[config.mk]
export PLATFORM = sky130hd
export DESIGN_NAME = seg_scan_driver
export DESIGN_NICKNAME = d
export VERILOG_FILES = /design/src/rtl/seg_pkg.sv /design/src/rtl/seg_decoder.sv /design/src/rtl/seg_scan_driver.sv
export SDC_FILE = /design/constraint.sdc
export NUM_CORES = 1
export LEC_CHECK = 0
export BUFFER_PORTS_ARGS = -buffer_cell sky130_fd_sc_hd__buf_2
export CORE_UTILIZATION = 45
export CTS_BUF_LIST = sky130_fd_sc_hd__clkbuf_8
export DETAILED_ROUTE_END_ITERATION = 7
export GPL_TIMING_DRIVEN = 0
export PLACE_DENSITY = 0.7
export REMOVE_ABC_BUFFERS = 1
export SYNTH_ARGS = -nofsm -noshare
export SYNTH_HDL_FRONTEND = slang
export SYNTH_SLANG_ARGS = --single-unit
export TNS_END_PERCENT = 20
[constraint.sdc]
create_clock -name clk -period 2.45 [get_ports clk]
set_input_delay 0.3675 -clock clk [delete_from_list [all_inputs] [get_ports clk]]
set_output_delay 0.3675 -clock clk [all_outputs]
set_load 0.05 [all_outputs]
[src/rtl/seg_pkg.sv]
// Shared constants for the seven-segment scan driver: special digit codes,
// the dark segment pattern and the scan slot encoding.
package seg_pkg;

  localparam logic [4:0] SEG_MINUS = 5'd10;
  localparam logic [4:0] SEG_E     = 5'd11;
  localparam logic [4:0] SEG_R     = 5'd12;
  localparam logic [4:0] SEG_P     = 5'd13;
  localparam logic [4:0] SEG_A     = 5'd14;
  localparam logic [4:0] SEG_S     = 5'd15;
  localparam logic [4:0] SEG_BLANK = 5'd31;

  localparam logic [6:0] SEG_OFF = 7'h7F;

  typedef enum logic [1:0] {
    SLOT_D1 = 2'd0,
    SLOT_D2 = 2'd1,
    SLOT_D3 = 2'd2,
    SLOT_D4 = 2'd3
  } slot_e;

endpackage

[src/rtl/seg_decoder.sv]
// Combinational 5-bit digit code to active-low segment pattern
// (bit 0 = segment a ... bit 6 = segment g); codes 16-31 are dark.
module seg_decoder
  import seg_pkg::*;
(
  input  logic [4:0] code,
  output logic [6:0] pattern
);

  always_comb begin
    pattern = SEG_OFF;
    case (code)
      5'd0:      pattern = 7'b1000000;
      5'd1:      pattern = 7'b1111001;
      5'd2:      pattern = 7'b0100100;
      5'd3:      pattern = 7'b0110000;
      5'd4:      pattern = 7'b0011001;
      5'd5:      pattern = 7'b0010010;
      5'd6:      pattern = 7'b0000010;
      5'd7:      pattern = 7'b1111000;
      5'd8:      pattern = 7'b0000000;
      5'd9:      pattern = 7'b0010000;
      SEG_MINUS: pattern = 7'b0111111;
      SEG_E:     pattern = 7'b0000110;
      SEG_R:     pattern = 7'b0101111;
      SEG_P:     pattern = 7'b0001100;
      SEG_A:     pattern = 7'b0001000;
      SEG_S:     pattern = 7'b0010010;
      default:   pattern = SEG_OFF;
    endcase
  end

endmodule

[src/rtl/seg_scan_driver.sv]
// Four-digit common-anode scan driver: latches digit codes on load and
// multiplexes them with registered outputs. Optional blink via SEG_BLINK_EN.
module seg_scan_driver
  import seg_pkg::*;
#(
  parameter int CLK_HZ   = 100_000_000,
  parameter int SCAN_HZ  = 1000,
  parameter int BLINK_HZ = 2
) (
  input  logic       clk,
  input  logic       rst_n,
  input  logic       load,
  input  logic [4:0] d1,
  input  logic [4:0] d2,
  input  logic [4:0] d3,
  input  logic [4:0] d4,
  input  logic       lzb,
`ifdef SEG_BLINK_EN
  input  logic       blink,
`endif
  output logic [3:0] an,
  output logic [6:0] seg
);

  localparam int DIV   = CLK_HZ / SCAN_HZ;
  localparam int CNT_W = $clog2(DIV);

  logic [CNT_W-1:0] cnt;
  slot_e            idx;
  logic [4:0]       q1, q2, q3, q4;
  logic             q_lzb;
  logic             blank1, blank2, blank3;
  logic [4:0]       code;
  logic [6:0]       pattern;
  logic             lit;

  always_ff @(posedge clk) begin
    if (!rst_n) begin
      cnt <= '0;
      idx <= SLOT_D1;
    end else if (cnt == CNT_W'(DIV - 1)) begin
      cnt <= '0;
      idx <= slot_e'(idx + 2'd1);
    end else begin
      cnt <= cnt + 1'b1;
    end
  end

  always_ff @(posedge clk) begin
    if (!rst_n) begin
      q1    <= SEG_BLANK;
      q2    <= SEG_BLANK;
      q3    <= SEG_BLANK;
      q4    <= SEG_BLANK;
      q_lzb <= 1'b0;
    end else if (load) begin
      q1    <= d1;
      q2    <= d2;
      q3    <= d3;
      q4    <= d4;
      q_lzb <= lzb;
    end
  end

  // A zero is only "leading" while every digit to its left was also blanked.
  assign blank1 = q_lzb && (q1 == 5'd0);
  assign blank2 = blank1 && (q2 == 5'd0);
  assign blank3 = blank2 && (q3 == 5'd0);

  always_comb begin
    code = SEG_BLANK;
    case (idx)
      SLOT_D1: code = blank1 ? SEG_BLANK : q1;
      SLOT_D2: code = blank2 ? SEG_BLANK : q2;
      SLOT_D3: code = blank3 ? SEG_BLANK : q3;
      SLOT_D4: code = q4;
      default: code = SEG_BLANK;
    endcase
  end

  seg_decoder u_decoder (
    .code    (code),
    .pattern (pattern)
  );

`ifdef SEG_BLINK_EN
  localparam int BDIV   = (CLK_HZ / (2 * BLINK_HZ) > 0) ? CLK_HZ / (2 * BLINK_HZ) : 1;
  localparam int BCNT_W = (BDIV > 1) ? $clog2(BDIV) : 1;

  logic [BCNT_W-1:0] bcnt;
  logic              phase;

  // Phase starts high so a blink request after reset begins with a lit window.
  always_ff @(posedge clk) begin
    if (!rst_n) begin
      bcnt  <= '0;
      phase <= 1'b1;
    end else if (bcnt == BCNT_W'(BDIV - 1)) begin
      bcnt  <= '0;
      phase <= ~phase;
    end else begin
      bcnt <= bcnt + 1'b1;
    end
  end

  assign lit = !(blink && !phase);
`else
  assign lit = 1'b1;
`endif

  always_ff @(posedge clk) begin
    if (!rst_n) begin
      an  <= 4'hF;
      seg <= SEG_OFF;
    end else begin
      an  <= lit ? ~(4'b1000 >> idx) : 4'hF;
      seg <= pattern;
    end
  end

endmodule

==> summary.txt <==
Hold path
  – Hold Path Depth: 3
  – Worst min-delay path class: input port to register
  – Worst Hold Path EP: q4[1]
  – Hold Startpoint: d4[1]

Synth
  – Post-synth ARST share: 0%
  – Area leader, netlist: dfxtp_1
  – Yosys warnings: 0
  – Count leader, synth: dfxtp_1
  – Syn Area/Cell: 9.42 µm²
  – #FFs+latches synth: 51
  – Compound-cell area share of the yosys netlist: 10.2%
  – Ranking of synthesized cells by area: dfxtp_1, mux2i_1, ha_1
  – Synth Area in Adders: 6.61%
  – Share of the synthesized area in the top cell type: 41.5%
  – Largest family of logic cells by synthesized area: simple AND/OR/NAND/NOR gates
  – Sequential share of the synthesized area: 41.5%
  – Mapped Cells: 261
  – List of most frequent post-synthesis cells: dfxtp_1, nand2_1, mux2i_1, nor2_1, ha_1
  – Ys flop type: dfxtp_1
  – Yosys cell types: 47
  – Xor/xnor share of the synthesized area: 5.70%
  – Post-synth EDFFs: 0
  – Mux contribution to synthesized area: 11.6%
  – Simple-Gate Fraction of Synth Area: 21.0%
  – Cell Area, Synth: 2460 µm²

Worst setup path
  – Critical Path AT: 2520 ps
  – CP max FO: 8
  – Crit start category: register
  – Crit. End Element: register
  – Most common cell on crit path: inv_1
  – Worst Path Required: 2680 ps
  – Reg2reg path depth: 9
  – Delay of the slowest critical-path stage: 340 ps
  – CP delay by family, top: compound AO/OA/AOI/OAI gates
  – Slowest CP cell: dfxtp_1
  – WS Path Type: register to register
  – CP cell instances: inv_1, ha_2, a31oi_1, nor4_1, o22a_2, inv_1, ha_1, mux2_2, a22oi_2
  – R2R Path End: seg[4]
  – Worst R2R Start: idx[0]
  – Flop2flop setup slack: 160 ps
  – Worst Path Buf+Inv: 2

STA
  – Minimum clock period: 2290 ps
  – Final Cycle Share: 93.5%
  – Fin. Hold Viols: 0
  – Skew final: 2.59 ps
  – Final WS setup: 160 ps
  – TNS Setup: 0 ps
  – Worst-Margin Slew: 618 ps
  – Max Clock Freq: 437 MHz
  – Worst slew margin: 58.8%
  – Final Max Slew Viols: 0
  – Final setup vio count: 0
  – RSZ-0062 raised after global routing: no

Floorplan
  – Starting Density: 47.6%
  – Die area: 5770 µm²
  – Num ports: 35
  – Die Span Y: 75.9 µm
  – Die X: 75.9 µm
  – FP Rows: 26
  – CORE AREA: 5170 µm²

Drt
  – Avg WL per Cell: 12.7 µm
  – Routed WL: 4.65 mm
  – Post-DRT Antenna Nets: 0
  – Total number of vias: 1865
  – DR DRC count: 0
  – Initial DRC Count: 68
  – Highest routed layer: met4
  – WL met2: 2.28 mm
  – DRT met1 WL: 2.16 mm
  – DR WL met3: 186 µm
  – Pre-antenna DRT Iters: 4
  – Via/cell ratio: 5.11

CTS
  – Clock sink count: 51
  – Clk_lat worst skew: 300 ps
  – Root Driver: clkbuf_8
  – Clk slew on worst S/H paths: 90 ps
  – CTS H-tree lvls: 2
  – CTS tree: built
  – Clock buffer depth: 2
  – Cts bufs inserted: 5

GRT
  – Total track usage: 16.8%
  – Vias in the first global route: 1764
  – Largest net degree at the start of global routing: 32
  – GRT overflow: 0
  – Initial antenna violation count: 0
  – First-pass GRT wire length: 7.83 mm

Cells and area
  – Final core occ: 54.6%
  – Layout cells sized above 1: 21.0%
  – N_diodes: 0
  – Fill count: 484
  – Multi-input logic area: 1390 µm²
  – Design Area, Final: 2830 µm²
  – Area growth, synth to finish: 14.9%
  – Final #Nets: 331
  – Flip-flop and latch area: 1020 µm²

Power and ir drop
  – Peak VDD IR: 246 µV
  – Total leakage power: 1.12 nW
  – Power Total: 0.00157 W
  – PwrDens: 554 nW/µm²

Placed design
  – Gpl congestion: 0.800
  – DP HPWL: 3.25 mm
  – Pre-CTS setup slack: -221 ps
  – PortBufs: 34
  – Cell Area, Placed: 2670 µm²

Status
  – Outcome: finished clean

Flow run
  – Max Cap Viol: 0
==> metrics by stage <==
stage / hold WS (ps) / instances
floorplan: 429 / 250
global placement: 444 / 354
detailed placement: 462 / 354
CTS: 273 / 362
global route: 275 / 365
finish: 279 / 365
==> repair_timing <==
item,in CTS,in global routing
buffers inserted,0,3
resized for setup,2,3
hold endpoints to repair,0,0
pin swaps,0,1
hold buffers,0,0
endpoints found under the setup margin,6,5
==> kinds of logic after synthesis <==
group / count (synthesis)
buffers and inverters: 21
muxes: 28
AOI/OAI and AO/OA: 33
DFF: 51
xor gates and xnor gates: 16
adders and majority gates: 13
and+or+nand+nor: 99
==> state kept, by name, indices dropped and copies added (netlist names) <==
signal,cells
q_lzb,1
cnt,17
q4,5
q2,5
seg,7
q1,5
idx,2
an,4
q3,5
==> per-layer routing <==
layer  GRT usage [%]  up-vias
li1                -      973
met5               0        -
met2            29.7       25
met3            4.70        2
met4            6.35        0
met1            19.0      865
==> final cells by class <==
cell class / count / share of cell area [%]
inverter: 10 / 1.33
multi-input combinational: 189 / 49.1
clock inverter: 1 / 0.133
timing repair buffer: 37 / 6.82
tap: 70 / 3.10
sequential: 51 / 36.1
clock buffer: 7 / 3.41
==> how the worst max path moves through the flow <==
stage / slack, ps / to / cells after the start / startpoint
after floorplan: 240 / seg[4] / 7 / idx[1]
after global placement: -120 / seg[4] / 9 / idx[1]
after detailed placement: -220 / seg[4] / 9 / idx[1]
after CTS: 40 / seg[4] / 7 / idx[1]
after global routing: 30 / seg[4] / 8 / idx[0]
final: 160 / seg[4] / 9 / idx[0]
==> worst reg2reg max path, cell delays in order (launching register included) <==
cell and delay, ps:
dfxtp_1 340, inv_1 140, ha_2 330, a31oi_1 120, nor4_1 310, o22a_2 250, inv_1 110, ha_1 190
mux2_2 270, a22oi_2 150
==> where the power goes <==
group          total (W)  leakage, nW  internal (W)  switching (W)
clock           0.000515       0.0557      0.000254       0.000261
combinational   0.000164        0.648     0.0000730      0.0000908
sequential      0.000888        0.418      0.000859      0.0000291
==> cell usage in the layout (no fill, tap or decap), types with 3 or more instances in the layout <==
master    Yosys  final
dfxtp_1      51     51
a21oi_1       5      5
nor4_1        4      4
xnor2_1       9      9
nand2_1      35     35
nand4_1       7      7
buf_2         3     34
a22oi_1       3      3
a221oi_1      3      3
nand3_1       5      5
a31oi_1       4      4
nor2_1       21     21
mux2i_1      26     26
nor3_1        7      7
inv_1        10     11
ha_1         13     11
o21ai_0       3      3
xor2_1        7      7
buf_4         0      3
clkbuf_8      0      7
and2_1        3      3
No activity file was read; power rests on OpenSTA's default activity.
